==> config.mk <==
export PLATFORM = sky130hd
export DESIGN_NAME = vga_timing
export DESIGN_NICKNAME = d
export VERILOG_FILES = /design/src/rtl/vga_timing.sv
export SDC_FILE = /design/constraint.sdc
export NUM_CORES = 1
export LEC_CHECK = 0
export ABC_CLOCK_PERIOD_IN_PS = 2600
export CELL_PAD_IN_SITES_DETAIL_PLACEMENT = 1
export CELL_PAD_IN_SITES_GLOBAL_PLACEMENT = 1
export CORE_ASPECT_RATIO = 0.7
export CORE_MARGIN = 3
export CORE_UTILIZATION = 38
export CTS_CLUSTER_SIZE = 12
export DETAILED_ROUTE_END_ITERATION = 10
export GPL_TIMING_DRIVEN = 0
export PLACE_DENSITY_LB_ADDON = 0.08
export SLEW_MARGIN = 20
export SYNTH_ARGS = -nofsm -noshare
export SYNTH_HDL_FRONTEND = slang
export SYNTH_SLANG_ARGS = --single-unit
==> constraint.sdc <==
create_clock -name clk -period 2.6 [get_ports clk]
set_input_delay 0.26 -clock clk [delete_from_list [all_inputs] [get_ports clk]]
set_output_delay 0.26 -clock clk [all_outputs]
set_load 0.02 [all_outputs]
==> src/rtl/vga_timing.sv <==
// Raster timing generator: pixel position, sync pulses, display-active flag,
// line/frame strobes and a free-running 8-bit frame counter, all registered.
module vga_timing #(
    parameter int unsigned H_ACTIVE  = 640,
    parameter int unsigned H_FRONT   = 16,
    parameter int unsigned H_SYNC    = 96,
    parameter int unsigned H_BACK    = 48,
    parameter int unsigned V_ACTIVE  = 480,
    parameter int unsigned V_FRONT   = 10,
    parameter int unsigned V_SYNC    = 2,
    parameter int unsigned V_BACK    = 33,
    parameter bit          HSYNC_POL = 1'b0,
    parameter bit          VSYNC_POL = 1'b0,
    localparam int unsigned H_TOTAL  = H_ACTIVE + H_FRONT + H_SYNC + H_BACK,
    localparam int unsigned V_TOTAL  = V_ACTIVE + V_FRONT + V_SYNC + V_BACK,
    localparam int unsigned XW       = $clog2(H_TOTAL),
    localparam int unsigned YW       = $clog2(V_TOTAL)
) (
    input  logic          clk,
    input  logic          rst,
    input  logic          pix_en,
    output logic [XW-1:0] pixel_x,
    output logic [YW-1:0] pixel_y,
    output logic          hsync,
    output logic          vsync,
    output logic          active,
    output logic          line_start,
    output logic          frame_start,
    output logic [7:0]    frame_count
);

    localparam logic [XW-1:0] X_LAST = XW'(H_TOTAL - 1);
    localparam logic [YW-1:0] Y_LAST = YW'(V_TOTAL - 1);

    // Window bounds carry one extra bit so an end bound equal to 2**XW still fits.
    localparam logic [XW:0] X_ACT = (XW+1)'(H_ACTIVE);
    localparam logic [XW:0] HS_BEG = (XW+1)'(H_ACTIVE + H_FRONT);
    localparam logic [XW:0] HS_END = (XW+1)'(H_ACTIVE + H_FRONT + H_SYNC);
    localparam logic [YW:0] Y_ACT = (YW+1)'(V_ACTIVE);
    localparam logic [YW:0] VS_BEG = (YW+1)'(V_ACTIVE + V_FRONT);
    localparam logic [YW:0] VS_END = (YW+1)'(V_ACTIVE + V_FRONT + V_SYNC);

    logic [XW-1:0] x_nxt;
    logic [YW-1:0] y_nxt;
    logic [7:0]    fc_nxt;
    logic          hs_nxt;
    logic          vs_nxt;
    logic          act_nxt;

    always_comb begin
        x_nxt  = pixel_x + 1'b1;
        y_nxt  = pixel_y;
        fc_nxt = frame_count;
        if (pixel_x == X_LAST) begin
            x_nxt = '0;
            if (pixel_y == Y_LAST) begin
                y_nxt  = '0;
                fc_nxt = frame_count + 8'd1;
            end else begin
                y_nxt = pixel_y + 1'b1;
            end
        end
    end

    // Decode from the next position so syncs and active line up with the counters.
    always_comb begin
        hs_nxt  = ({1'b0, x_nxt} >= HS_BEG) && ({1'b0, x_nxt} < HS_END);
        vs_nxt  = ({1'b0, y_nxt} >= VS_BEG) && ({1'b0, y_nxt} < VS_END);
        act_nxt = ({1'b0, x_nxt} < X_ACT) && ({1'b0, y_nxt} < Y_ACT);
    end

    always_ff @(posedge clk) begin
        if (rst) begin
            pixel_x     <= '0;
            pixel_y     <= '0;
            frame_count <= 8'd0;
            hsync       <= ~HSYNC_POL;
            vsync       <= ~VSYNC_POL;
            active      <= 1'b1;
            line_start  <= 1'b0;
            frame_start <= 1'b0;
        end else if (pix_en) begin
            pixel_x     <= x_nxt;
            pixel_y     <= y_nxt;
            frame_count <= fc_nxt;
            hsync       <= hs_nxt ? HSYNC_POL : ~HSYNC_POL;
            vsync       <= vs_nxt ? VSYNC_POL : ~VSYNC_POL;
            active      <= act_nxt;
            line_start  <= (x_nxt == '0);
            frame_start <= (x_nxt == '0) && (y_nxt == '0);
        end else begin
            line_start  <= 1'b0;
            frame_start <= 1'b0;
        end
    end

endmodule
======== After elaboration in Yosys (flattened, before gate mapping) ========
Index checks and enable logic that the tools add are counted.
word-level totals
  register bits ........................... 33
  input bits .............................. 3
  output and inout port bits .............. 33
  logic and storage cells ................. 33
operators by class
  add/sub/neg operators ................... 3
  magnitude comparators ................... 6
  equal/unequal tests ..................... 2
  mux-type cells .......................... 5
  bitwise gates (word level) .............. 1
  reductions and logical operators ........ 8
operators by type and width
  cell                     number
  $mux W10                 3
  $add A10 B1 Y10 const B  2
  $eq A10 B10 Y1 const B   2
  $logic_not A10 Y1        2
  $lt A10 B10 Y1 const B   2
  $lt A10 B9 Y1 const B    2
  $ge A10 B10 Y1 const B   1
  $ge A10 B9 Y1 const B    1
  $add A8 B1 Y8 const B    1
  $logic_and A1 B1 Y1      4
  $reduce_and A3 Y1        1
  $mux W1                  2
  $reduce_or A2 Y1         1
  $not A1 Y1               1

======== Longest topological paths before layout ========
Gate-level depths: netlist (run 1).
  depth after elaboration ................. 6
  gate-level depth with buffers ........... 8
  mapped depth without buffers ............ 8

======== Least setup slack after synthesis (run 1) ========
No wires, ideal clock.
  path kind ............................... register to register
  start ................................... register pixel_x[0]
  end ..................................... register frame_start
  setup time .............................. 0.061 ns
  arrival ................................. 2.198 ns
  required time ........................... 2.539 ns
  setup slack ............................. 0.340 ns
  stages on the path, launching flop included .. 8
  path buffers ............................ 0
  clock period less this slack ............ 2.260 ns
  cell sequence ........................... dfxtp_1 -> ha_1 -> and4_4 -> nand3_2 -> or4_1 -> a21o_1 -> a2111oi_2 -> and4bb_1
between the ends
  longest elaborated chain between the ends .. 4
  elaborated cells on any way between the ends .. 7
  those cells by class .................... add/sub: 1; eq/ne: 1; mux: 2; reduce/logical: 3
RTL lines
  element                                            line    source
  start: declaration                                 22      output logic [XW-1:0] pixel_x,
  start signal: assignment                           83      pixel_x <= x_nxt;
  $add A10 B1 Y10 or $eq A10 B10 Y1 (tied branches)  51, 54
  $mux W10                                           54      if (pixel_x == X_LAST) begin
  $logic_not A10 Y1                                  90      frame_start <= (x_nxt == '0) && (y_nxt == '0);
  $logic_and A1 B1 Y1 *                              90
  end signal: assignment                             90
  end: declaration                                   28      output logic frame_start,
Every way passes the cells marked *; elsewhere a longest branch is shown, timed or not.
A chain may end at the register's enable or synchronous reset.

======== Final worst setup path (run 1) ========
Ends and elaborated chain as after synthesis.

==> Implementation_results.wiki, run 1 <==
{| class="wikitable"
! Metric !! Value
|-
| Status || completed
|-
| Ratio of cells with drive above 1 in the final layout || about a tenth
|-
| Core ar. || 4835 sq um
|-
| Root buffer cell || sky130_fd_sc_hd__clkbuf_8
|-
| Number of warnings printed during yosys synthesis || 0
|-
| Top FF cell, synth || sky130_fd_sc_hd__dfxtp_1
|-
| Data required time at the worst endpoint || ~2.8 ns
|-
| Worst path arrival time || between 2 and 3 ns
|-
| First-pass GRT wire length || between 9000 and 10000 um
|-
| Largest fanout of any net on the critical path || 7
|-
| Length of the first detailed-routing pass in iterations || 4
|-
| Critical R2R Launch || pixel_x[0]$_SDFFE_PP0P_
|-
| Hpwl dp || between 4000 and 5000 um
|-
| Hold Startpoint || pix_en
|-
| Pwr Density || about 460 nW/um^2
|-
| End-of-flow core utilization || between 50% and 60%
|-
| Final critical path time including I/O delays and setup || ~2.4 ns
|-
| Layout net count || about 290
|-
| Startpoint class of the critical path || flip-flop
|-
| Crit-path slowest cell || sky130_fd_sc_hd__dfxtp_1
|-
| Kind of end point of the critical path || flip-flop
|-
| FFs w/ async S/R, synth || 0%
|-
| Pin count of the biggest net entering global routing || 12
|-
| Leading cell types by count after synthesis || sky130_fd_sc_hd__nor2_1 (35), sky130_fd_sc_hd__dfxtp_1 (33), sky130_fd_sc_hd__nand2_1 (17)
|-
| Share of the synthesized area in the top cell type || roughly a third
|-
| H-Tree Level Count || 2
|-
| Worst-case clock buffer depth || 2
|-
| CP top delay family || simple AND/OR/NAND/NOR gates
|-
| Worst path max stage delay || approximately 0.45 ns
|-
| Number of hold-repair buffers added at the cts stage || 0
|-
| Crit path buf inv count || 1
|-
| GRT Residual Overflow || 0
|-
| Type of the worst min-delay path || input port to flip-flop
|-
| Post-synth design cell area || just under 2000 sq um
|-
| Vias/cell || approximately 5.7
|-
| Post-route worst setup slack || 0.1610 ns
|-
| Height of the die || roughly 66 um
|-
| Num CTS Buffers || 5
|-
| Vias in the first global route || about 2000
|-
| Sum of negative setup slack || 0 ns
|-
| Antenna violations before repair || 0
|-
| Clock tree from TritonCTS || yes
|-
| Total of endpoints with negative setup slack in the final report || 0
|-
| Most area-hungry cell type in the Yosys netlist || sky130_fd_sc_hd__dfxtp_1
|-
| DIE AREA || roughly 6000 sq um
|-
| CTS clock-pin slew for the worst setup and hold paths || roughly 0.07 ns
|-
| Port Buffers || 34
|-
| Pre-CTS worst setup slack || between 0.07 and 0.08 ns
|-
| Sequential share of the synthesized area || around a third
|-
| Clk sinks || 33
|-
| Main area contributors after synthesis || sky130_fd_sc_hd__dfxtp_1 (34%), sky130_fd_sc_hd__nor2_1 (6.8%), sky130_fd_sc_hd__xor2_1 (5.9%), sky130_fd_sc_hd__nand4_1 (4.2%), sky130_fd_sc_hd__a21oi_1 (4.1%)
|-
| Average size of a mapped cell || roughly 7.9 sq um
|-
| Number of ports placed on the die boundary || 36
|-
| Wirelength per Cell || 17.03 um
|-
| Number of DRC violations after detailed routing || 0
|-
| Final RePlAce weighted congestion || ~0.91
|-
| Initial core utilization || 40.01%
|-
| Leakage power total || 0.9100 nW
|-
| Actual transition at the worst max-transition pin || roughly 0.62 ns
|-
| Largest voltage drop on the vdd net || about 0.26 mV
|-
| Number of antenna diodes || 0
|-
| Setup Skew || 0.006596 ns
|-
| Fin. Hold Viols || 0
|-
| Synthesis-to-layout area growth || 31.69%
|-
| Critical path class || flip-flop to flip-flop
|-
| Most frequent cell after synthesis || sky130_fd_sc_hd__nor2_1
|-
| Number of maximum-capacitance constraint violations || 0
|-
| Count of antenna-violating nets left after detailed routing || 0
|-
| Synth Register Bits || 33
|-
| Max Clk Rate || roughly 410 MHz
|-
| Post-synth EDFFs || 0
|-
| Syn Inst Count || 244
|-
| Max-slew violation count || 0
|-
| First element of the critical path || pixel_x[0]$_SDFFE_PP0P_
|-
| Ratio of final minimum period to clock period || a little over nine tenths
|-
| Horizontal die dimension || approximately 91 um
|-
| Row cnt || 21
|-
| Cells traversed along the worst timing path || ha_1 > nand4_1 > nor3_4 > buf_4 > o21ai_0 > a2111oi_2 > and4bb_1
|-
| Worst hold margin || 0.3944 ns
|-
| Distinct cells, synth || 52
|-
| Net Count, Synth || 251
|-
| Worst-case headroom to the max-slew limit || roughly three fifths
|-
| GRT Total Usage || 20.56%
|-
| Initial drt markers || between 100 and 150
|-
| Clock latency on the worst-skew pair || approximately 0.29 ns
|-
| Vias post-DR || a little over 2000
|-
| Post-detailed-routing wire length || 6079 um
|}
worst min-delay path, stage by stage:
cell                       delay [ns]
sky130_fd_sc_hd__clkbuf_1        0.17
sky130_fd_sc_hd__nand4_1         0.13
sky130_fd_sc_hd__nor4_2          0.07
area by class of cell:
cell class | count | area, sq um
Buffer | 16 | 72.57
Clock buffer | 5 | 68.82
Clock inverter | 3 | 65.06
Fill cell | 593 | 2287
Inverter | 4 | 15.01
Multi-Input combinational cell | 191 | 1224
Sequential cell | 33 | 660.6
Tap cell | 69 | 86.33
Timing Repair Buffer | 36 | 355.3
through the flow:
step / std cells / area, sq um / total power [mW]
final: 357 / 2547 / 1.163
after global routing: 357 / 2547 / 1.202
after CTS: 355 / 2495 / 1.174
after detailed placement: 347 / 2361 / 0.5919
after global placement: 347 / 2361 / 0.5908
after floorplan: 244 / 1934 / 0.5655
repair_timing:
item	CTS	global route
resized for setup	0	6
setup endpoints to repair	0	3
hold endpoints to repair	0	0
setup buffers	0	2
flip-flops by register name, indices dropped and copies added, names as in the netlist:
signal       cells
frame_count      8
vsync            1
line_start       1
hsync            1
frame_start      1
active           1
pixel_x         10
pixel_y         10
final timing paths:
kind                       endpoint  slack, ns  cells after the start
max          frame_start$_SDFF_PP0_       0.16                      7
min           line_start$_SDFF_PP0_       0.39                      3
max reg2reg  frame_start$_SDFF_PP0_       0.16                      7
min reg2reg     active$_SDFFE_PP1P_       0.49                      2
cells by family after synthesis:
| family | Yosys count | synth area share [%] |
|---|---|---|
| AOI/OAI and AO/OA | 52 | 17.34 |
| and+or+nand+nor | 113 | 31.18 |
| DFF | 33 | 34.15 |
| buffers and inverters | 20 | 4.528 |
| muxes | 3 | 1.552 |
| adders and majority gates | 5 | 3.105 |
| xor gates and xnor gates | 18 | 8.150 |
cell usage in the layout, fill, tap and decap left out, types with 3 or more instances in the layout:
master,count
sky130_fd_sc_hd__buf_4,3
sky130_fd_sc_hd__nand3_1,11
sky130_fd_sc_hd__nor4_1,3
sky130_fd_sc_hd__buf_2,7
sky130_fd_sc_hd__o21ai_0,10
sky130_fd_sc_hd__nand4_1,13
sky130_fd_sc_hd__and3_1,4
sky130_fd_sc_hd__inv_1,4
sky130_fd_sc_hd__clkdlybuf4s50_1,34
sky130_fd_sc_hd__nor2_1,35
sky130_fd_sc_hd__clkbuf_8,5
sky130_fd_sc_hd__a22oi_1,4
sky130_fd_sc_hd__xor2_1,13
sky130_fd_sc_hd__xnor2_1,5
sky130_fd_sc_hd__mux2i_1,3
sky130_fd_sc_hd__nor3_1,8
sky130_fd_sc_hd__nand2_1,17
sky130_fd_sc_hd__ha_1,4
sky130_fd_sc_hd__dfxtp_1,33
sky130_fd_sc_hd__a21oi_1,15
sky130_fd_sc_hd__a31oi_1,5
sky130_fd_sc_hd__clkbuf_1,8
power by group:
| group | switching, mW | internal [mW] |
|---|---|---|
| Clock | 0.202 | 0.381 |
| Sequential | 0.00812 | 0.511 |
| Combinational | 0.0391 | 0.0231 |
| Total | 0.249 | 0.915 |
per-layer routing:
layer | track usage [%] | vias to the layer above | routed length [um]
met2 | 31.62 | 61 | 2713
met4 | 5.075 | 0 | 36
met3 | 3.890 | 5 | 295
met5 | 0 | - | 0
met1 | 29.58 | 999 | 3034
li1 | - | 971 | -
Note: power is estimated with default switching activity, not from simulation.
==> inputs of run 2 (changes only) <==
Settings changed: SLEW_MARGIN 20 to unset.
==> results of run 2 <==
Same layout as run 1: the final DEF is identical, and so are final timing and power.
==> inputs of run 3 (changes only) <==
Settings changed: CAP_MARGIN set to 20.
==> results of run 3 <==
Same layout as run 1: the final DEF is identical, and so are final timing and power.
